**src/rtl/disp_pkg.sv**
```systemverilog
// Shared types and constants for the display mode controller.
// Holds the FSM state encoding, the resolution codes and the parameter defaults.
package disp_pkg;

  typedef enum logic [1:0] {
    ST_HOLD   = 2'd0,
    ST_SETTLE = 2'd1,
    ST_RUN    = 2'd2,
    ST_DRAIN  = 2'd3
  } state_t;

  localparam logic [1:0] RESOL_0       = 2'b00;
  localparam logic [1:0] RESOL_1       = 2'b01;
  localparam logic [1:0] RESOL_2       = 2'b10;
  localparam logic [1:0] RESOL_INVALID = 2'b11;

  localparam int         RST_CYC_DEF       = 16;
  localparam int         SETTLE_FRAMES_DEF = 2;
  localparam logic [1:0] DEF_RESOL_DEF     = RESOL_0;

  function automatic logic resol_valid(input logic [1:0] code);
    return code != RESOL_INVALID;
  endfunction

endpackage

```
**src/rtl/vwrap_det.sv**
```systemverilog
// Frame-start detector: one-cycle pulse when the vertical counter wraps to zero.
// The previous-count register runs in every state so a counter parked at 0 never fires.
module vwrap_det (
  input  logic        DCLK,
  input  logic        DRST,
  input  logic [10:0] VCNT,
  output logic        FSTART
);

  logic [10:0] vcnt_prev;

  always_ff @(posedge DCLK) begin
    if (DRST) vcnt_prev <= '0;
    else      vcnt_prev <= VCNT;
  end

  assign FSTART = (VCNT == 11'd0) && (vcnt_prev != 11'd0);

endmodule

```
**src/rtl/disp_modectl.sv**
```systemverilog
// Display mode controller: sequences sync-generator reset, frame settling and
// glitch-free resolution changes aligned to frame boundaries.
//
// state  | meaning
// HOLD   | sync generator held in reset for RST_CYC cycles
// SETTLE | sync generator running, waiting SETTLE_FRAMES frame starts
// RUN    | stable mode, display enabled, requests accepted
// DRAIN  | change pending, display kept on until the next frame start
module disp_modectl
  import disp_pkg::*;
#(
  parameter int         RST_CYC       = RST_CYC_DEF,
  parameter int         SETTLE_FRAMES = SETTLE_FRAMES_DEF,
  parameter logic [1:0] DEF_RESOL     = DEF_RESOL_DEF
) (
  input  logic        DCLK,
  input  logic        DRST,
  input  logic [1:0]  REQ_RESOL,
  input  logic        REQ_VALID,
  output logic        REQ_READY,
  output logic        REQ_ERR,
  input  logic [10:0] VCNT,
  output logic        SG_RST,
  output logic [1:0]  SG_RESOL,
  output logic        DSP_ON,
  output logic        BUSY
);

  localparam logic [7:0] RST_LAST    = 8'(RST_CYC - 1);
  localparam logic [2:0] SETTLE_LAST = 3'(SETTLE_FRAMES - 1);

  state_t     state;
  logic [7:0] rst_cnt;
  logic [2:0] frm_cnt;
  logic [1:0] pending;
  logic       sg_rst;
  logic [1:0] sg_resol;
  logic       dsp_on;
  logic       req_err;
  logic       fstart;
  logic       handshake;

  vwrap_det u_vwrap_det (
    .DCLK   (DCLK),
    .DRST   (DRST),
    .VCNT   (VCNT),
    .FSTART (fstart)
  );

  assign handshake = REQ_VALID && (state == ST_RUN);

  always_ff @(posedge DCLK) begin
    if (DRST) begin
      state    <= ST_HOLD;
      rst_cnt  <= '0;
      frm_cnt  <= '0;
      pending  <= DEF_RESOL;
      sg_rst   <= 1'b1;
      sg_resol <= DEF_RESOL;
      dsp_on   <= 1'b0;
      req_err  <= 1'b0;
    end else begin
      req_err <= 1'b0;
      case (state)
        ST_HOLD: begin
          if (rst_cnt == RST_LAST) begin
            state   <= ST_SETTLE;
            sg_rst  <= 1'b0;
            rst_cnt <= '0;
            frm_cnt <= '0;
          end else begin
            rst_cnt <= rst_cnt + 8'd1;
          end
        end
        ST_SETTLE: begin
          if (fstart) begin
            if (frm_cnt == SETTLE_LAST) begin
              state   <= ST_RUN;
              dsp_on  <= 1'b1;
              frm_cnt <= '0;
            end else begin
              frm_cnt <= frm_cnt + 3'd1;
            end
          end
        end
        ST_RUN: begin
          // A frame start in the handshake cycle is deliberately not consumed here.
          if (handshake && (REQ_RESOL != sg_resol)) begin
            if (!resol_valid(REQ_RESOL)) begin
              req_err <= 1'b1;
            end else begin
              pending <= REQ_RESOL;
              state   <= ST_DRAIN;
            end
          end
        end
        ST_DRAIN: begin
          if (fstart) begin
            dsp_on   <= 1'b0;
            sg_rst   <= 1'b1;
            sg_resol <= pending;
            rst_cnt  <= '0;
            state    <= ST_HOLD;
          end
        end
        default: state <= ST_HOLD;
      endcase
    end
  end

  assign REQ_READY = (state == ST_RUN);
  assign BUSY      = (state != ST_RUN);
  assign REQ_ERR   = req_err;
  assign SG_RST    = sg_rst;
  assign SG_RESOL  = sg_resol;
  assign DSP_ON    = dsp_on;

endmodule

```
**config.mk**
```make
export PLATFORM = sky130hd
export DESIGN_NAME = disp_modectl
export DESIGN_NICKNAME = d
export VERILOG_FILES = /design/src/rtl/disp_pkg.sv /design/src/rtl/vwrap_det.sv /design/src/rtl/disp_modectl.sv
export SDC_FILE = /design/constraint.sdc
export NUM_CORES = 1
export LEC_CHECK = 0
export ABC_AREA = 1
export CAP_MARGIN = 20
export CORE_MARGIN = 3
export CORE_UTILIZATION = 55
export CTS_BUF_LIST = sky130_fd_sc_hd__clkbuf_8
export CTS_CLUSTER_SIZE = 16
export DETAILED_ROUTE_END_ITERATION = 6
export PLACE_DENSITY = 0.82
export SYNTH_ARGS = -nofsm -noshare
export SYNTH_HDL_FRONTEND = slang
export SYNTH_SLANG_ARGS = --single-unit
```
**constraint.sdc**
```tcl
create_clock -name DCLK -period 4.17 [get_ports DCLK]
set_clock_uncertainty 0.05 [all_clocks]
set_input_delay 1.0425 -clock DCLK [delete_from_list [all_inputs] [get_ports DCLK]]
set_output_delay 1.0425 -clock DCLK [all_outputs]
set_load 0.1 [all_outputs]
```
# Word level (Yosys, flattened, before mapping)
# Cells that the tools add are included.
# classes
n_addsub	2
n_mul	0
n_div	0
magnitude_cmp	0
n_eq_ne	14
shift	0
muxes	22
n_bitwise	2
reduce_logical	17
# op_table
operator	count
8-bit two-way mux	2
8-bit case mux with 2 select lines	1
2-bit two-way mux	6
2-bit inequality test (second input constant)	6
11-bit zero test	1
11-bit nonzero test	1
3-bit two-way mux	3
3-bit AND reduction	3
8-bit by 1-bit adder with 8-bit output (second input constant)	1
8-bit by 4-bit equality test with 1-bit output (second input constant)	1
2-bit case mux with 4 select lines	1
1-bit two-way mux	6
3-bit case mux with 2 select lines	1
6-bit AND reduction	1
2-bit nonzero test	3
2-bit equality test (second input constant)	2
2-bit by 1-bit inequality test with 1-bit output (second input constant)	2
1-bit case mux with 2 select lines	2
2-bit AND reduction	2
4-bit AND reduction	1
3-bit by 1-bit adder with 3-bit output (second input constant)	1
3-bit by 1-bit equality test with 1-bit output (second input constant)	1
1-bit logical AND	3
3-bit OR reduction	1
other kinds (4)	5
# totals
regBits	31
latchBits	0
mem_bits_rw	0
mem_bits_ro	0
in_bits	16
n_memories	0

# Depth between registers and ports, before layout
# Gate-level depths: netlist of the first run.
# logic_depth
depth_word	5
mapped_depth	10
mapped_depth_nobuf	10

# Hierarchy
# Synthesis of the first run repeated with hierarchy kept, for this count alone.
# hier_totals
hier_cells	217
hier_area_um2	1514.0
# modules_own_cells
mod	n_inst	cells_per_inst	area_per_inst_um2	seq_area_each_um2
disp_modectl	1	155	1087.3	400.4
vwrap_det	1	62	426.7	220.2

# Least setup slack after synthesis of the first run
# No wires, ideal clock.
# synth_path
path_type	register to output
from	reg state[0]
to	out BUSY
t_arrival_ns	2.000
required_time_ns	3.078
slack_ns	1.078
stages_incl_launch_ff	4
n_path_buf	0
cell_sequence	dfxtp_1 -> inv_1 -> ha_1 -> inv_1
# synth_between
elab_chain_cells	1
# synth_rtl
element	line	rtl
from (decl)	disp_modectl.sv:32	state_t state;
from (signal assigned)	disp_modectl.sv:54	state <= ST_HOLD;
from (signal assigned)	disp_modectl.sv:67	state <= ST_SETTLE;
from (signal assigned)	disp_modectl.sv:78	state <= ST_RUN;
2-bit inequality test	disp_modectl.sv:112	assign BUSY = (state != ST_RUN);
to (decl)	disp_modectl.sv:26	output logic BUSY
# Every way passes these cells.

# Final worst setup path of the first run
# layout_path
from	reg sg_resol[1], in the netlist SG_RESOL[1]
to	out SG_RESOL[1]
# layout_lines
element	line	rtl
from (decl)	disp_modectl.sv:37	logic [1:0] sg_resol;
from (signal assigned)	disp_modectl.sv:101	sg_resol <= pending;
to (decl)	disp_modectl.sv:24	output logic [1:0] SG_RESOL,
# No word-level cell between the ends.

==> out/results.tsv, run 1 <==
metric	value	unit
rsz0062_at_grt	false	
cts_buffers	5	
ctsResizeCount	0	
ios	23	
clkLatencyLatePin	0.29	ns
switching_share	40.4	%
die_y	59.3	um
drt-total-wl	3.05	mm
power.leakage	0.851	nW
ys_ff_latch	31	
synth_top_area_share	39.6	%
seqPwrFrac	32.3	%
syn_to_final_growth	23.0	%
cts_tree	built	
setup_violations	0	
yosysTopAreaCell	dfxtp_1	
cts_root_buf	clkbuf_8	
worst-setup-path-type	register to output pin	
cp_slowest_cell	clkdlybuf4s50_1	
clock-sinks	31	
crit_family	buffers and inverters	
grt_pass1_wl	5.35	mm
start_util	60.4	%
grt_max_degree	23	
post_cts_buffers	0	
max_freq	347	MHz
max_stage_delay	1.15	ns
vdd_drop_max	0.000749	V
die_w	59.3	um
critPathBufInv	1	
overflow	0	
grt_pass1_vias	1272	
tightest_slew	0.984	ns
utilization	74.3	%
hold_viol	0	
dp_hpwl	2.28	mm
relSlewSlack	34.2	%
intPower	0.000661	W
dieArea	3520	um2
cts_buffer_depth	2	
numPortBuffers	22	
synthesis.nets	248	
cts_max_level	2	
drt_pass1_iterations	4	
finalCritPeriodShare	69.2	%
hp-class	register to register	
syn_inst	226	
p_sw	0.000449	W
finalNetCount	274	
avgSynthCellArea	6.93	um2
num_vias	1430	
final_max_slew_viol_count	0	
fin_tns_setup	0	ns
postCtsHoldBufs	0	
yosys_warnings	0	
drc	0	
path_clk_slew	0.07	ns
power	0.00111	W
status	complete, no violations	
clkPwrFrac	27.9	%
gp_congestion	0.843	
antenna_found_initial	0	
crit_required	3.08	ns
core_region_area	2590	um2
arrival	1.79	ns
drv_cap	0	
cp-end-kind	output pin	
dr.first_iter.drc_count	50	
antenna_left	0	
wl_per_cell	10.8	um
path_max_fanout	3	
syn_area	1570	um2
min_period	2.88	ns
num_antenna_cells	0	
synth-seq-area-share	39.6	%
via_per_inst	5.05	
drive_gt1_share	7.51	%
grt_usage	20.2	%
path_cells	clkdlybuf4s50_1	
pwr-share-comb	39.8	%
synth.distinct_cells	23	
p_per_area	577	nW/um2
row_count	18	
crit_path_start_kind	register	
synthTopCellsByArea	dfxtp_1 (40%), nand2_1 (12%), inv_1 (8.4%)	
[flip-flops by register name, summed over array words and instances (netlist names)]
register,cells
DSP_ON,1
SG_RESOL,2
REQ_ERR,1
SG_RST,1
u_vwrap_det.vcnt_prev,11
frm_cnt,3
pending,2
state,2
rst_cnt,8
[final cells by class]
cell class | instances | area (um2)
Tap cell | 30 | 37.5
Inverter | 36 | 135
Clock inverter | 2 | 35.0
Fill cell | 227 | 664
Clock buffer | 6 | 82.6
Timing Repair Buffer | 23 | 223
Multi-Input combinational cell | 155 | 792
Sequential cell | 31 | 621
[power groups by stage]
stage	clock (W)	sequential, W	combinational, W
after floorplan	0	0.000395	0.000320
after global placement	0	0.000365	0.000440
after CTS	0.000313	0.000359	0.000443
after detailed placement	0	0.000366	0.000441
after global routing	0.000323	0.000365	0.000492
final	0.000309	0.000359	0.000442
[through the flow]
step / setup WS (ns) / cells / hold slack, ns / cell area, um2
floorplan: 1.08 / 226 / 0.392 / 1570
global placement: 1.37 / 275 / 0.402 / 1810
detailed placement: 1.29 / 275 / 0.409 / 1810
CTS: 1.27 / 283 / 0.420 / 1930
global route: 1.23 / 283 / 0.439 / 1930
finish: 1.29 / 283 / 0.419 / 1930
[logic make-up (layout without fill, tap and decap cells)]
| family | count (synthesis) | after routing | synth area share, % |
|---|---|---|---|
| flops | 31 | 31 | 39.6 |
| buf+inv | 40 | 67 | 9.75 |
| xor+xnor | 2 | 2 | 1.12 |
| fa+ha+maj | 6 | 6 | 4.80 |
| compound gates | 28 | 28 | 11.0 |
| simple gates | 119 | 119 | 33.7 |
[cell usage in the layout (no fill, tap or decap)]
cell type / instances
nor2_2: 2
nor2_4: 1
o21bai_4: 1
clkbuf_8: 6
inv_1: 35
o21ai_0: 4
ha_1: 6
nand3b_1: 3
bufinv_16: 1
buf_4: 3
a21oi_2: 1
nor3_1: 3
a21oi_4: 1
a21oi_1: 20
nand3_4: 1
nand2_1: 49
clkinv_2: 1
clkdlybuf4s50_1: 20
nand4_1: 5
clkinv_1: 1
nand3_1: 20
dfxtp_1: 31
nor2_1: 34
or2_2: 1
o31ai_1: 1
xor2_1: 2
[worst paths after layout]
check | from | to | slack (ns) | depth (start not counted)
worst max-delay path | SG_RESOL[1] | SG_RESOL[1] | 1.29 | 1
worst max register to register | state[0] | rst_cnt[3] | 2.39 | 5
worst min register to register | pending[0] | pending[0] | 0.42 | 2
worst min-delay path | pending[0] | pending[0] | 0.42 | 2
[synth_stat cells]
cell type and n:
nor2_4 1, nor3_1 3, nand3_4 1, a21oi_2 1
a21oi_1 20, or2_2 1, o21ai_0 4, ha_1 6
nand4_1 5, clkbuf_1 2, nand2_1 49, a21oi_4 1
inv_1 35, dfxtp_1 31, nor2_1 34, nor2_2 2
o21bai_4 1, nand3_1 20, xor2_1 2, o31ai_1 1
clkinv_1 1, nand3b_1 3, buf_2 2
[routing by layer]
| metal | track usage [%] | up-vias | wire (um) |
|---|---|---|---|
| met2 | 32.1 | 28 | 1410 |
| met3 | 6.75 | 6 | 144 |
| met4 | 8.74 | 0 | 47 |
| met1 | 24.7 | 629 | 1450 |
| met5 | 0 | - | 0 |
| li1 | - | 767 | - |
Power figures use the tool's default switching activity.
==> inputs of run 2 (changes only) <==
- CORE_UTILIZATION: 55 -> 50
- PLACE_DENSITY: 0.82 -> 0.78
- clock period: 4.17 -> 2.6 ns (I/O delays scaled with it)
==> run 2 against run 1 <==
  * Register-to-register slack got worse by 1.6 ns
  * Non-clock buffer count up 1
  * Sequential power is 62% higher
  * Count of clock-buffer cells in the layout unchanged
  * Largest power group unchanged
  * Sequential share of layout area decreased by 0.21 points
  * Critical endpoint is now BUSY
  * Global-route usage shrank 2.0 points
  * Flip-flop and latch count unchanged
  * Utilization down 7.0 points
  * Die area rose by 9.0%
  * Critical path depth increased by 3
  * Final cell count increased by 4.6%
  * Worst setup slack got worse by 0.77 ns
==> out/results.tsv, run 2 (synthesis gave the netlist of run 1 again) <==
metric	value	unit
max_freq	481	MHz
wl_per_cell	10.8	um
cp_common_cell	inv_1	
setup_violations	0	
overflow	0	
layout_common_cells	nand2_1 (49), inv_1 (35), nor2_1 (34)	
rsz0062_at_grt	false	
cp_slowest_cell	dfxtp_1	
hold_viol	0	
cts_buffer_depth	2	
drt_pass1_iterations	4	
clkLatencyLatePin	0.28	ns
vdd_drop_max	0.000666	V
grt_max_degree	22	
die_y	62.0	um
dieArea	3840	um2
cts_buffers	5	
drt-total-wl	3.20	mm
cp-end-kind	output pin	
num_vias	1458	
grt_pass1_vias	1147	
max_stage_delay	0.40	ns
reg_top3	u_vwrap_det.vcnt_prev x11, rst_cnt x8, frm_cnt x3	
finalCritPeriodShare	80.0	%
numPortBuffers	22	
hp-class	register to register	
antenna_found_initial	0	
path_clk_slew	0.07	ns
min_period	2.08	ns
dp_hpwl	2.27	mm
worst-setup-path-type	register to output pin	
critPathBufInv	3	
row_count	19	
cts_tree	built	
start_util	54.4	%
syn_to_final_growth	23.8	%
status	complete, no violations	
crit_path_start_kind	register	
relSlewSlack	79.3	%
hold_slack	0.422	ns
drive_gt1_share	10.2	%
gp_congestion	0.878	
die_w	62.0	um
arrival	1.38	ns
clock-sinks	31	
final_max_slew_viol_count	0	
ctsResizeCount	0	
layout_commonest_cell	nand2_1	
path_max_fanout	5	
finalNetCount	275	
path_cells	inv_1 -> ha_2 -> inv_1 -> buf_4	
largest-register	u_vwrap_det.vcnt_prev	
drc	0	
drv_cap	0	
crit_required	1.90	ns
largest_register_ffs	11	
postCtsHoldBufs	0	
antenna_left	0	
fin_tns_setup	0	ns
via_per_inst	4.93	
p_per_area	924	nW/um2
core_region_area	2880	um2
tightest_slew	0.308	ns
crit_family	buffers and inverters	
power.leakage	0.862	nW
grt_pass1_wl	4.99	mm
num_antenna_cells	0	
dr.first_iter.drc_count	81	
ios	23	
grt_usage	18.2	%
post_cts_buffers	0	
cts_max_level	2	
cts_root_buf	clkbuf_8	
## run 2: cell types whose count changed in the layout (fill, tap and decap cells not counted)
| cell | previous run | this run |
|---|---|---|
| ha_1 | 6 | 5 |
| clkdlybuf4s50_1 | 20 | 15 |
| buf_4 | 3 | 9 |
| ha_2 | 0 | 1 |
## run 2: layout make-up
| class | count | area [um2] |
|---|---|---|
| clock buffer | 6 | 82.6 |
| clock inverter | 2 | 35.0 |
| fill | 240 | 938 |
| inverter | 36 | 135 |
| multi-input combinational | 155 | 795 |
| sequential | 31 | 621 |
| tap | 42 | 52.6 |
| timing repair buffer | 24 | 218 |
## run 2: worst min-delay path, delay by kind of cell (launching register included)
kind | cells | cell delay (ns)
flip-flops | 1 | 0.31
AO/OA/AOI/OAI | 1 | 0.05
AND/OR/NAND/NOR | 1 | 0.06
## run 2: worst paths after layout
check                           startpoint  cells past startpoint         end  slack (ns)
worst min register to register  pending[0]                      2  pending[0]        0.42
worst max register to register    state[0]                      8  rst_cnt[2]        0.84
worst min-delay path            pending[0]                      2  pending[0]        0.42
worst max-delay path              state[0]                      4        BUSY        0.52
## run 2: layer usage
layer  vias up  share of wire, %  track usage [%]  wire, um
met2        38                47             29.3      1500
li1        765                 -                -         -
met4         0               1.9             7.27        62
met5         -                 0                0         0
met1       646                45             22.1      1440
met3         9               5.9             6.20       189
## run 2: stage by stage
step	util (%)	std cells	cell area [um2]	setup slack [ns]	total power (W)
6_report	67.4	296	1940	0.521	0.00179
5_1_grt	67.4	296	1940	0.366	0.00189
4_1_cts	67.4	296	1940	0.506	0.00180
3_5_place_dp	63.3	288	1820	0.292	0.00131
3_3_place_gp	63.3	288	1820	0.375	0.00130
2_1_floorplan	-	226	1570	0.367	0.00115
## run 2: report_power, final
group | internal [W] | leakage [nW] | switching, W
registers | 0.000531 | 0.254 | 0.0000488
logic | 0.000219 | 0.547 | 0.000500
clock network | 0.000310 | 0.0612 | 0.000181
total | 0.00106 | 0.862 | 0.000730
==> inputs of run 3 (changes only) <==
- CORE_UTILIZATION: 50 -> 55
- PLACE_DENSITY: 0.78 -> 0.82
- clock period: 2.6 -> 2.1 ns (I/O delays scaled with it)
==> run 3 against run 2 <==
  * Sequential share of layout area down 0.86 points
  * Wire length up 2.3%
  * Clock power up 42%
  * Critical path type unchanged
  * Register-to-register slack worse by 0.48 ns
  * Die area down 8.2%
==> out/results.tsv, run 3 (synthesis gave the netlist of run 1 again) <==
metric	value	unit
status	complete, no violations	
grt_usage	21.2	%
regArea	621	um2
finalInstanceArea	1990	um2
largest_register_ffs	11	
rr_endpoint	rst_cnt[7]	
cts_max_level	2	
start_util	60.4	%
dr.first_iter.drc_count	108	
post_cts_buffers	0	
min_period	1.84	ns
antenna_found_initial	0	
arrival	1.26	ns
vdd_drop_max	0.00142	V
clkLatencyLatePin	0.29	ns
grt_max_degree	22	
ctsResizeCount	0	
final_max_slew_viol_count	0	
cts_buffer_depth	2	
numPortBuffers	22	
finalCritPeriodShare	87.4	%
overflow	0	
syn_to_final_growth	27.3	%
stdcell_count	286	
cts_root_buf	clkbuf_8	
drv_cap	0	
die_w	59.3	um
row_count	18	
crit_required	1.52	ns
largest-register	u_vwrap_det.vcnt_prev	
die_y	59.3	um
finalNetCount	277	
layout_commonest_cell	nand2_1	
placed_area	1860	um2
nFillCells	192	
path_clk_slew	0.07	ns
max_freq	545	MHz
grt_pass1_vias	1380	
utilization	76.9	%
hold_path_end	frm_cnt[1]	
core_region_area	2590	um2
layout_common_cells	nand2_1 (49), inv_1 (35), nor2_1 (34)	
via_per_inst	5.19	
path_max_fanout	5	
ios	23	
wl_per_cell	11.4	um
hp-class	register to register	
cts_buffers	5	
reg_top3	u_vwrap_det.vcnt_prev x11, rst_cnt x8, frm_cnt x3	
cp-end-kind	output pin	
multi_input_area	805	um2
crit_path_start_kind	register	
setup_violations	0	
drc	0	
dp_hpwl	2.34	mm
placedCellCount	278	
power.leakage	0.890	nW
dieArea	3520	um2
grt_pass1_wl	5.61	mm
tightest_slew	0.312	ns
worstHoldStart	frm_cnt[1]	
antenna_left	0	
drt-total-wl	3.27	mm
reg2reg_from	state[0]	
clock-sinks	31	
drt_pass1_iterations	4	
hold_viol	0	
relSlewSlack	79.2	%
drive_gt1_share	10.9	%
gp_congestion	0.874	
fin_tns_setup	0	ns
cts_tree	built	
num_antenna_cells	0	
ff2ff_setup_slack	0.36	ns
postCtsHoldBufs	0	
reg2regPathDepth	9	
rsz0062_at_grt	false	
hold_depth	2	
num_vias	1485	
worst-setup-path-type	register to output pin	
p_per_area	1200	nW/um2
run 3: layout make-up:
| cell class | instances | share of cell area (%) |
|---|---|---|
| flip-flops and latches | 31 | 31.2 |
| clock inverters | 3 | 3.20 |
| well taps | 30 | 1.88 |
| multi-input cells | 155 | 40.4 |
| clock buffers | 5 | 3.45 |
| repair buffers | 26 | 12.9 |
| inverters | 36 | 6.97 |
run 3: stage by stage:
step / hold slack (ns) / power (W) / setup slack (ns)
2_1_floorplan: 0.392 / 0.00145 / 0.183
3_3_place_gp: 0.405 / 0.00168 / 0.117
3_5_place_dp: 0.408 / 0.00168 / 0.0851
6_report: 0.435 / 0.00238 / 0.265
4_1_cts: 0.437 / 0.00239 / 0.258
5_1_grt: 0.458 / 0.00252 / 0.185
run 3: critical path, cell delays in order (launching register included):
cell	delay, ns
dfxtp_1	0.34
inv_1	0.15
ha_4	0.22
clkinvlp_4	0.11
buf_12	0.17
run 3: where the power goes:
| group | switching (W) | internal [W] | leakage [nW] |
|---|---|---|---|
| combinational | 0.000630 | 0.000332 | 0.566 |
| sequential | 0.0000652 | 0.000658 | 0.254 |
| clock | 0.000227 | 0.000469 | 0.0695 |
run 3: worst max path at each step:
stage                        start          to  slack, ns  cells past startpoint
after floorplan           state[0]        BUSY       0.18                      3
after global placement     VCNT[0]  frm_cnt[1]       0.12                     12
after detailed placement   VCNT[2]  frm_cnt[2]       0.09                     12
after CTS                 state[0]        BUSY       0.26                      4
after global routing      state[0]  rst_cnt[7]       0.18                      9
final                     state[0]        BUSY       0.26                      4
run 3: layer usage:
metal / share of wire (%) / wire length, um / track usage, %
met5: 0 / 0 / 0
met2: 48 / 1580 / 35.7
met1: 45 / 1460 / 24.8
met4: 1.6 / 54 / 7.12
met3: 5.5 / 180 / 7.19
